**src/rtl/burst_sched_pkg.sv**
```systemverilog
// Shared types and helpers for the burst request scheduler and its arbiter.
package burst_sched_pkg;

   typedef enum logic {
      IDLE  = 1'b0,
      BURST = 1'b1
   } state_t;

   localparam int unsigned DEF_LEN_WIDTH = 3;
   typedef logic [DEF_LEN_WIDTH-1:0] beat_len_t;

   function automatic int unsigned src_idx_width(input int unsigned n);
      return (n < 2) ? 1 : $clog2(n);
   endfunction

endpackage

```
**src/rtl/rr_arbiter.sv**
```systemverilog
// Round-robin arbiter: one-hot grant from the first requester at or after the
// priority pointer; the pointer moves past the winner when update_en is high.
module rr_arbiter
   import burst_sched_pkg::*;
#(
   parameter int unsigned NUM_REQUESTERS = 4
) (
   input  logic                      clk,
   input  logic                      rst_n,
   input  logic [NUM_REQUESTERS-1:0] req_bitmap,
   input  logic                      update_en,
   output logic [NUM_REQUESTERS-1:0] grant_oh
);

   localparam int unsigned SW = src_idx_width(NUM_REQUESTERS);

   logic [SW-1:0] ptr;
   logic [SW-1:0] grant_idx;

   always_comb begin
      int unsigned idx;
      logic        found;
      logic [SW-1:0] sel;
      grant_oh  = '0;
      grant_idx = '0;
      found     = 1'b0;
      idx       = 0;
      sel       = '0;
      for (int unsigned i = 0; i < NUM_REQUESTERS; i++) begin
         idx = 32'(ptr) + i;
         if (idx >= NUM_REQUESTERS) idx = idx - NUM_REQUESTERS;
         sel = SW'(idx);
         if (!found && req_bitmap[sel]) begin
            grant_oh[sel] = 1'b1;
            grant_idx     = sel;
            found         = 1'b1;
         end
      end
   end

   always_ff @(posedge clk or negedge rst_n) begin
      if (!rst_n) begin
         ptr <= '0;
      end else if (update_en) begin
         ptr <= (32'(grant_idx) == NUM_REQUESTERS - 1) ? '0 : SW'(32'(grant_idx) + 1);
      end
   end

endmodule

```
**src/rtl/burst_req_scheduler.sv**
```systemverilog
// Burst-holding round-robin scheduler sharing one downstream beat port.
// Optional perf counters enabled with `define BURST_SCHED_PERF_CNT_EN.
module burst_req_scheduler
   import burst_sched_pkg::*;
#(
   parameter int unsigned NUM_REQUESTERS = 4,
   parameter int unsigned DATA_WIDTH     = 32,
   parameter int unsigned LEN_WIDTH      = 3
) (
   input  logic                                   clk,
   input  logic                                   rst_n,
   input  logic [NUM_REQUESTERS-1:0]              req_valid_i,
   input  logic [NUM_REQUESTERS*LEN_WIDTH-1:0]    req_len_i,
   input  logic [NUM_REQUESTERS*DATA_WIDTH-1:0]   req_data_i,
   output logic [NUM_REQUESTERS-1:0]              req_ready_o,
   output logic                                   out_valid_o,
   output logic [DATA_WIDTH-1:0]                  out_data_o,
   output logic                                   out_last_o,
   output logic [src_idx_width(NUM_REQUESTERS)-1:0] out_src_o,
`ifdef BURST_SCHED_PERF_CNT_EN
   output logic [31:0]                            perf_burst_cnt_o,
   output logic [31:0]                            perf_stall_cnt_o,
`endif
   input  logic                                   out_ready_i
);

   localparam int unsigned SW = src_idx_width(NUM_REQUESTERS);

   state_t                    state, state_d;
   logic [NUM_REQUESTERS-1:0] grant_q;
   logic [SW-1:0]             src_q;
   logic [LEN_WIDTH-1:0]      remaining;
   logic [NUM_REQUESTERS-1:0] arb_grant;
   logic [SW-1:0]             arb_idx;
   logic                      any_valid;
   logic                      update_en;
   logic                      beat_valid;
   logic                      xfer;

   function automatic logic [SW-1:0] oh2idx(input logic [NUM_REQUESTERS-1:0] oh);
      logic [SW-1:0] r;
      r = '0;
      for (int unsigned i = 0; i < NUM_REQUESTERS; i++) begin
         if (oh[i]) r = r | SW'(i);
      end
      return r;
   endfunction

   assign any_valid = |req_valid_i;
   assign update_en = (state == IDLE) && any_valid;
   assign arb_idx   = oh2idx(arb_grant);

   rr_arbiter #(
      .NUM_REQUESTERS(NUM_REQUESTERS)
   ) u_arb (
      .clk       (clk),
      .rst_n     (rst_n),
      .req_bitmap(req_valid_i),
      .update_en (update_en),
      .grant_oh  (arb_grant)
   );

   always_ff @(posedge clk or negedge rst_n) begin
      if (!rst_n) begin
         state <= IDLE;
      end else begin
         state <= state_d;
      end
   end

   always_comb begin
      state_d     = state;
      beat_valid  = 1'b0;
      out_data_o  = '0;
      req_ready_o = '0;
      out_last_o  = 1'b0;
      xfer        = 1'b0;
      case (state)
         IDLE: begin
            if (any_valid) state_d = BURST;
         end
         BURST: begin
            beat_valid  = req_valid_i[src_q];
            out_data_o  = req_data_i[32'(src_q)*DATA_WIDTH +: DATA_WIDTH];
            req_ready_o = grant_q & {NUM_REQUESTERS{out_ready_i}};
            out_last_o  = (remaining == '0) && beat_valid;
            xfer        = beat_valid && out_ready_i;
            if (xfer && (remaining == '0)) state_d = IDLE;
         end
         default: state_d = IDLE;
      endcase
   end

   assign out_valid_o = beat_valid;
   assign out_src_o   = src_q;

   // Length is captured only at grant; later changes on req_len_i are ignored.
   always_ff @(posedge clk or negedge rst_n) begin
      if (!rst_n) begin
         grant_q   <= '0;
         src_q     <= '0;
         remaining <= '0;
      end else if (update_en) begin
         grant_q   <= arb_grant;
         src_q     <= arb_idx;
         remaining <= req_len_i[32'(arb_idx)*LEN_WIDTH +: LEN_WIDTH];
      end else if (xfer && (remaining != '0)) begin
         remaining <= remaining - LEN_WIDTH'(1);
      end
   end

`ifdef BURST_SCHED_PERF_CNT_EN
   always_ff @(posedge clk or negedge rst_n) begin
      if (!rst_n) begin
         perf_burst_cnt_o <= '0;
         perf_stall_cnt_o <= '0;
      end else begin
         if (xfer && out_last_o) perf_burst_cnt_o <= perf_burst_cnt_o + 32'd1;
         if ((state == BURST) && beat_valid && !out_ready_i)
            perf_stall_cnt_o <= perf_stall_cnt_o + 32'd1;
      end
   end
`endif

endmodule

```
**config.mk**
```make
export PLATFORM = sky130hd
export DESIGN_NAME = burst_req_scheduler
export DESIGN_NICKNAME = d
export VERILOG_FILES = /design/src/rtl/burst_sched_pkg.sv /design/src/rtl/rr_arbiter.sv /design/src/rtl/burst_req_scheduler.sv
export SDC_FILE = /design/constraint.sdc
export NUM_CORES = 1
export LEC_CHECK = 0
export BUFFER_PORTS_ARGS = -buffer_cell sky130_fd_sc_hd__buf_2
export CELL_PAD_IN_SITES_DETAIL_PLACEMENT = 1
export CELL_PAD_IN_SITES_GLOBAL_PLACEMENT = 1
export CORE_MARGIN = 1
export CORE_UTILIZATION = 29
export DETAILED_ROUTE_END_ITERATION = 12
export MAX_ROUTING_LAYER = met4
export PLACE_DENSITY = 0.88
export SETUP_SLACK_MARGIN = 0.4
export SLEW_MARGIN = 40
export SYNTH_ARGS = -nofsm -noshare
export SYNTH_HDL_FRONTEND = slang
export SYNTH_SLANG_ARGS = --single-unit
```
**constraint.sdc**
```tcl
create_clock -name clk -period 8.75 [get_ports clk]
set_input_delay 0.875 -clock clk [delete_from_list [all_inputs] [get_ports clk]]
set_output_delay 0.875 -clock clk [all_outputs]
set_load 0.01 [all_outputs]
```
# --- Word-level counts from Yosys, hierarchy flattened ---
# Cells that the tools add are included.
classes:
  mux: 47
  n_reduce_logical: 19
  magnitude_cmp: 13
  addsub: 9
  n_eq_ne: 1
  multipliers: 1
  shifts: 2
  n_bitwise: 5
ops:
  columns: ["cell", "count"]
  rows:
  - ["variable part select 128 x 8 -> 32 bit", 1]
  - ["2-to-1 mux 32 bit", 1]
  - ["2-to-1 mux 2 bit", 11]
  - ["2-to-1 mux 4 bit", 5]
  - ["2-to-1 mux 1 bit", 18]
  - ["less-than comparator 2 x 3 -> 1 bit (second input constant)", 5]
  - ["logical AND 1 bit", 12]
  - ["bitwise OR 4 bit", 3]
  - ["variable part select 12 x 5 -> 3 bit", 1]
  - ["binary-select mux 1 bit (select 2 bit)", 5]
  - ["greater-or-equal comparator 3 bit (second input constant)", 3]
  - ["demux 1 bit (select 2 bit)", 4]
  - ["greater-or-equal comparator 2 x 1 -> 1 bit (second input constant)", 4]
  - ["subtractor 2 x 1 -> 2 bit (second input constant)", 4]
  - ["adder 2 x 2 -> 3 bit (second input constant)", 2]
  - ["2-to-1 mux 3 bit", 2]
  - ["AND 4 bit", 1]
  - ["multiplier 2 x 2 -> 4 bit (second input constant)", 1]
  - ["OR reduction 4 bit", 1]
  - ["adder 2 x 1 -> 3 bit (second input constant)", 1]
  - ["greater-or-equal comparator 2 x 3 -> 1 bit (second input constant)", 1]
  - ["logical NOT 1 bit", 3]
  - ["logical NOT 3 bit", 1]
  - ["nonzero test 3 bit", 1]
  - ["other kinds (6)", 6]
word_totals:
  word_cells: 102
  out_inout_bits: 40
  reg_bits: 12

# --- Depth between registers and ports, before layout ---
logic_depth:
  depth_word: 20
  ltp_mapped: 9
  depth_no_buf: 8

# --- Cells and area by module ---
# Synthesis repeated with hierarchy kept, for this count alone.
hier_totals:
  cells_unflattened: 226
  hier_area_um2: 2290.9
by_module_without_submodules:
  columns: ["module", "seq_area_each_um2", "area_per_inst_um2", "n_inst", "cells_per_inst"]
  rows:
  - ["burst_req_scheduler", 250.2, 1742.9, 1, 162]
  - ["rr_arbiter", 50.0, 548.0, 1, 64]

# --- Worst setup path before layout ---
# No wires, ideal clock.
synth_path:
  path_kind: "flip-flop to flip-flop"
  startpoint: "register (tool-made name)"
  endpoint: "register remaining[2]"
  stages_incl_launch_ff: 10
  setup_ns: 0.082
  n_path_buf: 1
  path_slack_ns: 5.955
  synth_period_minus_slack_ns: 2.795
  arrival_ns: 2.712
  required_ns: 8.668
  cell_sequence: "dfrtp_1 buf_2 inv_1 ha_1 mux4_2 nand3b_1 a22o_1 and4b_4 o221a_1 o22ai_1"
synth_lines:
  columns: ["element", "line_no", "rtl"]
  rows:
  - ["end signal, assigned", "burst_req_scheduler.sv:106", "remaining <= req_len_i[32'(arb_idx)*LEN_WIDTH +: LEN_WIDTH];"]
  - ["end signal, assigned", "burst_req_scheduler.sv:108", "remaining <= remaining - LEN_WIDTH'(1);"]
  - ["end, declared", "burst_req_scheduler.sv:32", "logic [LEN_WIDTH-1:0] remaining;"]

==> metrics.yaml <==
timing:
  fin_crit_sh_pct: 36.6
  rsz0062_at_grt: "no"
  slew_violations: 0
  maxSlewHeadroom_pct: 57.0
  fin_hold_ws_ps: 498
  fmax_mhz: 312
  tns_ps: 0
  setup_viol: 0
  hold_viol_final: 0
  fin_crit_ps: 3200
  worstMarginPinSlew_ps: 645
  skew_ps: 5.33
final_layout:
  final_common_cell: "buf_2"
  mostFrequentLayoutCells: "buf_2 (186), mux4_2 (36), and2_1 (34)"
  regArea_um2: 305
  multi_input_area_um2: 1830
  final_nets: 550
  drive_gt1_share_pct: 61.8
  fin_area_um2: 3290
  n_fill_cell: 920
  syn2layout_area_growth_pct: 45.6
logic_synthesis:
  synthArstFlopShare_pct: 100
  synth_top_area_share_pct: 35.8
  synth_area_per_cell_um2: 10.2
  synth.yosys.seq_area_share_pct: 13.3
  synthFlopType: "dfrtp_1"
  ys_warn_count: 0
  synth_largest_area_cell: "mux4_2"
  ys_ff_latch: 12
  synthTopCellsByArea: "mux4_2 (36%), dfrtp_1 (13%), and2_1 (9.4%)"
  ys_types: 46
  synth_edf_count: 0
  syn_inst: 222
  synthesis.nets: 378
  syn_area_um2: 2260
grt:
  grt.overflow.total: 0
  track_usage_pct: 23.9
  grt_pass1_wl_um: 15000
  antenna_found_initial: 1
  grt_start_max_net_pins: 43
  grt_pass1_vias: 2890
clocking:
  cts_tree: "done"
  root_buffer: "clkbuf_8"
  cts_made_buffers: 3
  clk_latency_ps: 250
  cts_hold_buf: 0
  clk_pin_slew_ps: 60
  cts-resized-gates: 0
  cts_buffer_depth: 2
  post_cts_buffers: 0
  htree_num_levels: 1
  clock-sinks: 12
setup_path:
  crit_chain: "inv_1 > ha_1 > mux4_2 > a21oi_1 > a22oi_1 > a211oi_2 > mux2i_1 > o211ai_1"
  cp.required_ps: 8870
  critPathMaxStageDelay_ps: 750
  cp-end-kind: "flop"
  path_max_fanout: 18
  cp.arrival_ps: 3320
  worst-setup-path-type: "flop to flop"
  cp_slowest_cell: "dfrtp_1"
  start_kind: "flop"
floorplan:
  die_area_um2: 8160
  die_width_um: 90.3
  core_um2: 7410
  ios: 187
  rows: 31
  initial_core_util_pct: 30.5
  die-height_um: 90.3
pwr:
  p_leak_uw: 0.00160
  swShare_pct: 46.3
  power.switching_uw: 458
  p_clk_share_pct: 6.2
  p_int_uw: 533
  power_frac_seq_pct: 17.8
  power.density_nw_per_um2: 301
  power_frac_comb_pct: 76.0
  peakVddDrop_mv: 0.112
run:
  cap_violations: 0
routing:
  drt-pass1-iter-count: 4
  wl_um: 9470
  drt-initial-drc-count: 85
  drc: 0
  vias_per_cell: 5.34
  vias: 2634
  ant_nets: 0
  drt-wirelength-per-cell_um: 19.2
worst_hold_path:
  hold_class: "input port to async pin"
outcome:
  outcome: "finished clean"
placed_design:
  portBuffers: 186
  post_dp_cell_area_um2: 3240
  globalplace.congestion: 0.800
  dp_hpwl_um: 8070
## metal layers
metal / GRT usage, % / part of all wire, % / vias to the layer above
li1: - / - / 1206
met1: 25.7 / 37 / 1288
met2: 44.0 / 54 / 112
met3: 3.03 / 4.5 / 28
met4: 9.95 / 4.2 / 0
met5: - / 0 / -
## area by class of cell
type	count	share of cell area, %
inverters	9	1.03
diodes	1	0.0760
clock buffers	4	1.67
flip-flops and latches	12	9.27
well taps	99	3.76
multi-input cells	181	55.7
repair buffers	187	28.5
## registers in the layout (all words and copies together), names as in the netlist, named ones only
register and cells:
u_arb.ptr 1, state 1, out_src_o 2, remaining 3
grant_q 4
## power by group through the flow
stage | clock network [uW] | logic [uW] | registers (uW)
finish | 61.7 | 753 | 176
global route | 64.5 | 817 | 192
CTS | 62.1 | 757 | 180
detailed placement | 0 | 754 | 181
global placement | 0 | 722 | 174
floorplan | 0 | 599 | 101
## worst paths after layout
| path | startpoint | endpoint | slack (ps) | cells past startpoint |
|---|---|---|---|---|
| worst max-delay path | flop | remaining[0]$_DFFE_PN0P_ | 5550 | 8 |
| worst min-delay path | rst_n | grant_q[1]$_DFFE_PN0P_ | 500 | 1 |
| worst max register to register | flop | remaining[0]$_DFFE_PN0P_ | 5550 | 8 |
| worst min register to register | grant_q[3]$_DFFE_PN0P_ | grant_q[3]$_DFFE_PN0P_ | 500 | 1 |
| max in group asynchronous | rst_n | out_src_o[0]$_DFFE_PN0P_ | 8000 | 1 |
| min in group clk | grant_q[3]$_DFFE_PN0P_ | grant_q[3]$_DFFE_PN0P_ | 500 | 1 |
## kinds of logic (layout without fill, tap and decap cells)
family                     count (synthesis)  in the layout  share of synthesized area, %
DFF                                       12             12                          13.3
AOI/OAI and AO/OA                         52             52                          16.8
other                                      0              1                             0
and+or+nand+nor                           78             78                          20.5
buffers and inverters                     29            200                          5.81
adders and majority gates                  9              9                          4.98
muxes                                     42             42                          38.7
## worst max-delay path, delay by kind of cell, from the launching register on
kind / cells / cell delay [ps]
buffers and inverters: 1 / 180
adder cells (fa/ha/maj): 1 / 450
flip-flops: 1 / 750
multiplexers: 2 / 850
AO/OA/AOI/OAI: 4 / 840
## through the flow
| step | worst slack, ps | power [uW] | util [%] | cells |
|---|---|---|---|---|
| 3_5_place_dp | 5520 | 935 | 43.7 | 488 |
| 5_1_grt | 5270 | 1070 | 44.5 | 493 |
| 6_report | 5550 | 991 | 44.5 | 493 |
| 3_3_place_gp | 5690 | 896 | 43.6 | 488 |
| 4_1_cts | 5520 | 999 | 44.4 | 492 |
| 2_1_floorplan | 5960 | 701 | - | 222 |
## synth_stat cells, drive strengths merged (2+ instances only)
library cell and number:
a21oi 9, mux2 4, a22o 3, clkbuf 11, nand3b 6, or2 2, a21o 2, inv 9
nor2b 2, nor3 3, and2 34, mux4 36, nor2 10, buf 9, a22oi 4, o22ai 2
dfrtp 12, nand2b 2, o21ai 12, a31oi 8, nand2 8, ha 9, a21boi 2, and3 6
mux2i 2
Note: power is estimated with default switching activity, not from simulation.
